### src/rtl/text_console_controller.sv
// text_console_controller
//   Sequences writes into the character plane of a ROW_NUMBER x COL_NUMBER
//   text display. Characters arrive over a valid/ready handshake; the cursor
//   is tracked here, and control codes (LF, CR, BS) plus a whole-screen clear
//   request are turned into cell-write sequences, one cell per clock.
// Ports
//   clk, reset            clock (posedge) and synchronous active-high reset
//   char_in, char_valid   incoming character code and its valid flag
//   char_ready            combinational: IDLE and no clear request pending
//   clear_req             level request to blank the screen and home the cursor
//   wr_en/row/col/char    registered write port of the character plane
//   cursor_row/col        current cursor position
//   busy                  controller is running a line or screen clear
module text_console_controller #(
  parameter int unsigned                ROW_NUMBER     = 15,
  parameter int unsigned                COL_NUMBER     = 40,
  parameter int unsigned                CHAR_ID_LENGTH = 8,
  parameter int unsigned                ROW_BIT_LEN    = 4,
  parameter int unsigned                COL_BIT_LEN    = 6,
  parameter logic [CHAR_ID_LENGTH-1:0]  BLANK_CHAR     = 8'h20
) (
  input  logic                      clk,
  input  logic                      reset,
  input  logic [CHAR_ID_LENGTH-1:0] char_in,
  input  logic                      char_valid,
  output logic                      char_ready,
  input  logic                      clear_req,
  output logic                      wr_en,
  output logic [ROW_BIT_LEN-1:0]    wr_row,
  output logic [COL_BIT_LEN-1:0]    wr_col,
  output logic [CHAR_ID_LENGTH-1:0] wr_char,
  output logic [ROW_BIT_LEN-1:0]    cursor_row,
  output logic [COL_BIT_LEN-1:0]    cursor_col,
  output logic                      busy
);

  localparam logic [1:0] S_IDLE       = 2'd0;
  localparam logic [1:0] S_CLEAR_LINE = 2'd1;
  localparam logic [1:0] S_CLEAR_ALL  = 2'd2;

  localparam logic [ROW_BIT_LEN-1:0]    ROW_LAST = ROW_BIT_LEN'(ROW_NUMBER - 1);
  localparam logic [COL_BIT_LEN-1:0]    COL_LAST = COL_BIT_LEN'(COL_NUMBER - 1);
  localparam logic [ROW_BIT_LEN-1:0]    ROW_ONE  = ROW_BIT_LEN'(1);
  localparam logic [COL_BIT_LEN-1:0]    COL_ONE  = COL_BIT_LEN'(1);
  localparam logic [CHAR_ID_LENGTH-1:0] CH_LF    = CHAR_ID_LENGTH'(8'h0A);
  localparam logic [CHAR_ID_LENGTH-1:0] CH_CR    = CHAR_ID_LENGTH'(8'h0D);
  localparam logic [CHAR_ID_LENGTH-1:0] CH_BS    = CHAR_ID_LENGTH'(8'h08);

  logic [1:0]                r_state;
  logic [ROW_BIT_LEN-1:0]    r_clr_row;
  logic [COL_BIT_LEN-1:0]    r_clr_col;
  logic [ROW_BIT_LEN-1:0]    r_cur_row;
  logic [COL_BIT_LEN-1:0]    r_cur_col;
  logic                      r_wr_en;
  logic [ROW_BIT_LEN-1:0]    r_wr_row;
  logic [COL_BIT_LEN-1:0]    r_wr_col;
  logic [CHAR_ID_LENGTH-1:0] r_wr_char;

  logic                      w_accept;
  logic [ROW_BIT_LEN-1:0]    w_row_next;

  assign char_ready = (r_state == S_IDLE) && !clear_req;
  assign w_accept   = char_valid && char_ready;
  // Row advance wraps explicitly at the last text row, never at the binary limit.
  assign w_row_next = (r_cur_row == ROW_LAST) ? '0 : r_cur_row + ROW_ONE;

  always_ff @(posedge clk) begin
    if (reset) begin
      r_state   <= S_CLEAR_ALL;
      r_clr_row <= '0;
      r_clr_col <= '0;
      r_cur_row <= '0;
      r_cur_col <= '0;
      r_wr_en   <= 1'b0;
      r_wr_row  <= '0;
      r_wr_col  <= '0;
      r_wr_char <= '0;
    end else begin
      r_wr_en <= 1'b0;
      case (r_state)
        S_IDLE: begin
          if (clear_req) begin
            r_state   <= S_CLEAR_ALL;
            r_clr_row <= '0;
            r_clr_col <= '0;
            r_cur_row <= '0;
            r_cur_col <= '0;
          end else if (w_accept) begin
            case (char_in)
              CH_LF: begin
                r_cur_col <= '0;
                r_cur_row <= w_row_next;
                r_clr_col <= '0;
                r_state   <= S_CLEAR_LINE;
              end
              CH_CR: begin
                r_cur_col <= '0;
              end
              CH_BS: begin
                if (r_cur_col != '0) begin
                  r_cur_col <= r_cur_col - COL_ONE;
                  r_wr_en   <= 1'b1;
                  r_wr_row  <= r_cur_row;
                  r_wr_col  <= r_cur_col - COL_ONE;
                  r_wr_char <= BLANK_CHAR;
                end else if (r_cur_row != '0) begin
                  r_cur_row <= r_cur_row - ROW_ONE;
                  r_cur_col <= COL_LAST;
                  r_wr_en   <= 1'b1;
                  r_wr_row  <= r_cur_row - ROW_ONE;
                  r_wr_col  <= COL_LAST;
                  r_wr_char <= BLANK_CHAR;
                end
              end
              default: begin
                r_wr_en   <= 1'b1;
                r_wr_row  <= r_cur_row;
                r_wr_col  <= r_cur_col;
                r_wr_char <= char_in;
                if (r_cur_col == COL_LAST) begin
                  r_cur_col <= '0;
                  r_cur_row <= w_row_next;
                  r_clr_col <= '0;
                  r_state   <= S_CLEAR_LINE;
                end else begin
                  r_cur_col <= r_cur_col + COL_ONE;
                end
              end
            endcase
          end
        end
        S_CLEAR_LINE: begin
          // Cursor already sits at column 0 of the line being blanked.
          r_wr_en   <= 1'b1;
          r_wr_row  <= r_cur_row;
          r_wr_col  <= r_clr_col;
          r_wr_char <= BLANK_CHAR;
          if (r_clr_col == COL_LAST) begin
            r_clr_col <= '0;
            r_state   <= S_IDLE;
          end else begin
            r_clr_col <= r_clr_col + COL_ONE;
          end
        end
        S_CLEAR_ALL: begin
          r_wr_en   <= 1'b1;
          r_wr_row  <= r_clr_row;
          r_wr_col  <= r_clr_col;
          r_wr_char <= BLANK_CHAR;
          if (r_clr_col == COL_LAST) begin
            r_clr_col <= '0;
            if (r_clr_row == ROW_LAST) begin
              r_clr_row <= '0;
              r_state   <= S_IDLE;
            end else begin
              r_clr_row <= r_clr_row + ROW_ONE;
            end
          end else begin
            r_clr_col <= r_clr_col + COL_ONE;
          end
        end
        default: r_state <= S_IDLE;
      endcase
    end
  end

  assign wr_en      = r_wr_en;
  assign wr_row     = r_wr_row;
  assign wr_col     = r_wr_col;
  assign wr_char    = r_wr_char;
  assign cursor_row = r_cur_row;
  assign cursor_col = r_cur_col;
  assign busy       = (r_state != S_IDLE);

endmodule

### config.mk
export PLATFORM = sky130hd
export DESIGN_NAME = text_console_controller
export DESIGN_NICKNAME = d
export VERILOG_FILES = /design/src/rtl/text_console_controller.sv
export SDC_FILE = /design/constraint.sdc
export NUM_CORES = 1
export LEC_CHECK = 0
export ABC_AREA = 1
export BUFFER_PORTS_ARGS = -buffer_cell sky130_fd_sc_hd__buf_2
export CAP_MARGIN = 25
export CORE_MARGIN = 4
export CORE_UTILIZATION = 59
export DETAILED_ROUTE_END_ITERATION = 8
export HOLD_SLACK_MARGIN = 0.12
export PLACE_DENSITY = 0.84
export SLEW_MARGIN = 20
export SYNTH_ARGS = -nofsm -noshare
export SYNTH_HDL_FRONTEND = slang
export SYNTH_SLANG_ARGS = --single-unit
### constraint.sdc
create_clock -name clk -period 2 [get_ports clk]
set_input_delay 0.2 -clock clk [delete_from_list [all_inputs] [get_ports clk]]
set_output_delay 0.2 -clock clk [all_outputs]
set_load 0.01 [all_outputs]
### Yosys cells after proc, flatten, opt, wreduce, memory -nomap -nowiden

Index checks and enable logic that the tools add are counted.

| word-level totals | value |
|---|---|
| bits in registers | 41 |
| latch bits | 0 |
| bits in writable memories | 0 |
| memory bits (read-only) | 0 |
| input bits | 12 |
| output and inout port bits | 31 |
| word-level logic and storage cells | 113 |
| memories kept | 0 |

| cells by class | value |
|---|---|
| add/subtract/negate cells | 6 |
| multiply operators | 0 |
| divide/modulo/power cells | 0 |
| order comparisons | 0 |
| equal/unequal tests | 24 |
| shifts and indexed selects | 0 |
| muxes and demuxes | 52 |
| bitwise gates (word level) | 0 |
| reductions and logical operators | 22 |

Operators with widths:

| kind | count |
|---|---|
| 6-bit 2-to-1 mux | 11 |
| 6-bit one-hot mux with 2 select lines | 5 |
| 4-bit 2-to-1 mux | 12 |
| 8-bit 2-to-1 mux | 4 |
| 8-bit one-hot mux with 2 select lines | 2 |
| 8-bit by 4-bit == test with 1-bit output, second input constant | 3 |
| 4-bit one-hot mux with 3 select lines | 2 |
| 2-bit inequality test, second input constant | 8 |
| 4-bit one-hot mux with 2 select lines | 2 |
| 6-bit by 1-bit adder with 6-bit output, second input constant | 2 |
| 6-bit == test, second input constant | 2 |
| 2-bit 2-to-1 mux | 6 |
| 3-bit inequality test, second input constant | 4 |
| 6-bit AND reduction | 2 |
| 5-bit AND reduction | 2 |
| 4-bit by 1-bit adder with 4-bit output, second input constant | 2 |
| 4-bit == test, second input constant | 2 |
| 4-bit inequality test, second input constant | 2 |
| 2-bit nonzero test | 4 |
| 4-bit nonzero test | 2 |
| 2-bit one-hot mux with 3 select lines | 1 |
| 3-bit AND reduction | 2 |
| 6-bit nonzero test | 1 |
| 2-bit OR reduction | 3 |
| 13 further kinds | 18 |

### Longest topological paths before layout

| logic depth | value |
|---|---|
| depth in word-level cells | 7 |
| mapped depth | 12 |

### Least setup slack after synthesis

Ideal clock, no wire load.

| path | value |
|---|---|
| kind | reg2reg |
| start | register r_cur_col[0], in the netlist cursor_col[0] |
| end | register r_wr_char[0], in the netlist wr_char[0] |
| setup time | 0.133 ns |
| arrival | 1.565 ns |
| required time | 1.867 ns |
| slack | 0.302 ns |
| cell stages (with the launch flop) | 10 |
| path buffers | 1 |
| period minus slack after synthesis | 1.698 ns |
| cell sequence | dfxtp_1 inv_1 ha_1 nand2_1 nor2_4 nand4_4 nand3_4 buf_12 o21ai_2 nor2_2 |

| on the way | value |
|---|---|
| longest elaborated chain between the ends | 6 |

RTL lines:

| what | RTL line | source |
|---|---|---|
| start: declaration | 53 | `logic [COL_BIT_LEN-1:0] r_cur_col;` |
| start signal: assignment | 101 | `r_cur_col <= r_cur_col - COL_ONE;` |
| start signal: assignment | 126 | `r_cur_col <= r_cur_col + COL_ONE;` |
| 6-bit nonzero test * | 100 | `if (r_cur_col != '0) begin` |
| 8-bit 2-to-1 mux | 100 |  |
| 8-bit one-hot mux with 2 select lines | 89 | `case (char_in)` |
| 8-bit 2-to-1 mux | 88 | `end else if (w_accept) begin` |
| 8-bit 2-to-1 mux | 82 | `if (clear_req) begin` |
| 8-bit one-hot mux with 2 select lines | 80 | `case (r_state)` |
| end signal: assignment | 119 | `r_wr_char <= char_in;` |
| end: declaration | 57 | `logic [CHAR_ID_LENGTH-1:0] r_wr_char;` |

Mark *: on every way between the ends. The rest lies on a longest branch, timed or not. The select of a mux whose other input is x is not followed.
A chain may end at the register's enable or synchronous reset.

### Worst setup path in the final report

| path | value |
|---|---|
| start | register r_state[0] |
| end | output port busy |

| on the way | value |
|---|---|
| longest elaborated chain between the ends | 1 |

RTL lines:

| what | RTL line | source |
|---|---|---|
| start: declaration | 49 | `logic [1:0] r_state;` |
| start signal: assignment | 69 | `r_state <= S_CLEAR_ALL;` |
| start signal: assignment | 83 | `r_state <= S_CLEAR_ALL;` |
| start signal: assignment | 94 | `r_state <= S_CLEAR_LINE;` |
| 2-bit nonzero test | 173 | `assign busy = (r_state != S_IDLE);` |
| end: declaration | 34 | `output logic busy` |

No other way between the ends.

==> qor.txt <==
======================================================================================================
Most frequent cells in the layout                                                         sky130_fd_sc_hd__nand2_1 (142), sky130_fd_sc_hd__nor2_1 (56), sky130_fd_sc_hd__inv_1 (53)
Required @ worst endpoint                                                                      1.80 ns
Startpoint type of the worst setup path                                                           flop
Minimum clock period after layout                                                              1.78 ns
First-pass GRT wire length                                                                12700 microns
Iteration-0 DRC Markers                                                                            167
Crit path kind                                                                            flop to output port
Clock transition at the register clock pins on the worst setup and hold paths after CTS        0.09 ns
Post-synthesis instance area                                                                3250 sq um
Worst r2r path cells                                                                                 9
Worst-case vdd ir drop                                                                      0.000420 V
Fraction of layout cells with a size suffix above 1                                              0.249
Final critical-path share of the clock period                                                    0.892
Total length of routed wires                                                              7750 microns
Count of cells along the worst hold path                                                             4
Count of mapped cells out of synthesis                                                             501
Worst path arrival time                                                                        1.58 ns
Unrepaired setup endpoints after global routing                                                  false
Number of clock buffers inserted by TritonCTS                                                        5
Half-perimeter wire length after detailed placement                                       5800 microns
Hold Slack                                                                                    0.253 ns
Most common library cell in the layout ignoring fill and taps                             sky130_fd_sc_hd__nand2_1
GR Overflow Total                                                                                    0
Via count of the first global-routing pass                                                        2878
Total global routing track utilization                                                           0.239
CP Max Fanout                                                                                        5
Number of placed I/O pins                                                                           43
Max Transition Viols Final                                                                           0
Worst Slack Setup Final                                                                       0.215 ns
Resized Gates After CTS                                                                              0
Max-capacitance violation count                                                                      0
Flip-flop and latch count after synthesis                                                           41
Count of final hold-check violations                                                                 0
Leakage component of the power                                                                 1.80 nW
Count of cell types in the netlist                                                                  39
FP Rows                                                                                             26
Final clock skew                                                                            0.00836 ns
Initial antenna violation count                                                                      0
Max Fclk                                                                                       560 MHz
Clock root cell                                                                           sky130_fd_sc_hd__clkbuf_8
Final core utilization                                                                           0.695
Number of I/O port buffers                                                                          42
Max clock buf depth                                                                                  2
Starting density of the core                                                                     0.620
Setup TNS                                                                                         0 ns
Synthesized area per cell                                                                   6.49 sq um
CTS sink cnt                                                                                        41
Synthesized net count                                                                              529
Die Height                                                                                82.2 microns
Later-pin clock latency in the skew report                                                     0.31 ns
Crit path capture type                                                                     output port
Worst min-delay path class                                                                input port to flop
Sequential area share after synthesis                                                            0.253
Areal power density over the cells                                                         455 nW/um^2
Number of warning messages in the yosys log                                                          0
# DRC                                                                                                0
Layout Nets                                                                                        574
Horizontal die dimension                                                                  82.2 microns
Average routed wire per standard cell                                                     12.6 microns
Clock tree from TritonCTS                                                                        built
Post-CTS setup buffers                                                                               0
N_diodes                                                                                             0
Via density per instance                                                                          5.24
Maximum number of pins on one net before global-route repair                                        27
Die outline area                                                                            6760 sq um
Total of hold buffers inserted after clock tree synthesis                                            0
Worst-Margin Slew                                                                             0.476 ns
Vias                                                                                              3230
Global placement routability congestion                                                          0.921
Detail Route Antenna Nets                                                                            0
Drt pass-1 iters                                                                                     5
Htree depth                                                                                          2
Max-Slew Margin vs Limit                                                                         0.683
Setup-failing EPs final                                                                              0
Floorplan Core Area                                                                         5240 sq um
Post-placement setup slack                                                                    0.113 ns
Status                                                                                       completed
Synthesis-to-finish area growth                                                                  12.0%
======================================================================================================
-- registers in the layout, indices dropped and copies added (netlist names) --
| signal | count |
|---|---|
| wr_char | 8 |
| cursor_col | 6 |
| r_clr_col | 6 |
| wr_col | 6 |
| cursor_row | 4 |
| r_clr_row | 4 |
| wr_row | 4 |
| r_state | 2 |
| wr_en | 1 |
-- power by group --
part | total (mW) | switching, mW | internal [mW]
clock network | 0.702 | 0.328 | 0.374
registers | 0.837 | 0.0103 | 0.826
logic | 0.119 | 0.0763 | 0.0426
-- cells by family after synthesis --
logic type / Yosys count / share of synthesized area
adder cells (fa/ha/maj): 16 / 0.0616
buffers and inverters: 81 / 0.111
AO/OA/AOI/OAI: 57 / 0.109
XOR/XNOR: 6 / 0.0162
AND/OR/NAND/NOR: 300 / 0.450
flip-flops: 41 / 0.253
-- cell usage after synthesis (all sizes together) --
master | number | area share
o21ai | 23 | 0.046
xnor2 | 1 | 0.0027
nor3 | 4 | 0.0062
nand2 | 160 | 0.21
a211oi | 2 | 0.0046
clkbuf | 6 | 0.0069
ha | 16 | 0.062
o211ai | 1 | 0.0023
or2 | 1 | 0.0019
xor2 | 5 | 0.013
nor3b | 1 | 0.0038
nand3 | 51 | 0.092
nand4 | 5 | 0.016
o22ai | 2 | 0.0038
dfxtp | 41 | 0.25
nor2 | 78 | 0.12
o21bai | 1 | 0.0035
a21oi | 26 | 0.044
inv | 68 | 0.080
o221ai | 2 | 0.0054
buf | 7 | 0.024
-- layer usage --
metal  vias up  wire, microns  global-route usage
li1       1662              -                   -
met1      1436           3440               0.303
met2       121           3640               0.413
met3        11            548              0.0445
met4         0            129              0.0664
met5         -              0                   0
-- through the flow --
step / instance area (sq um) / power (mW) / std cells
5_1_grt: 3640 / 1.71 / 617
6_report: 3640 / 1.66 / 617
2_1_floorplan: 3250 / 0.933 / 501
3_5_place_dp: 3510 / 0.974 / 608
3_3_place_gp: 3510 / 0.971 / 608
4_1_cts: 3620 / 1.66 / 616
-- final cells by class --
cell class	count	area, sq um
Fill cell	459	1600
Tap cell	70	87.6
Timing Repair Buffer	50	270
Clock inverter	3	46.3
Clock buffer	5	68.8
Inverter	68	260
Sequential cell	41	821
Multi-Input combinational cell	380	2090
-- critical path, stage by stage, from the launching register on --
cell and delay [ns]:
sky130_fd_sc_hd__dfxtp_1 0.41, sky130_fd_sc_hd__inv_1 0.10, sky130_fd_sc_hd__ha_1 0.29, sky130_fd_sc_hd__buf_4 0.19, sky130_fd_sc_hd__inv_1 0.14, sky130_fd_sc_hd__buf_2 0.16
-- worst paths after layout --
path                               from  slack, ns                         to
max             r_state[0]$_SDFFE_PP0P_       0.22                       busy
min                               reset       0.25    wr_char[5]$_SDFFE_PP0P_
max reg2reg  cursor_col[1]$_SDFFE_PP0P_       0.22    wr_char[0]$_SDFFE_PP0P_
min reg2reg   r_clr_col[4]$_SDFFE_PP0P_       0.47  r_clr_col[4]$_SDFFE_PP0P_
No activity file was read; power rests on OpenSTA's default activity.
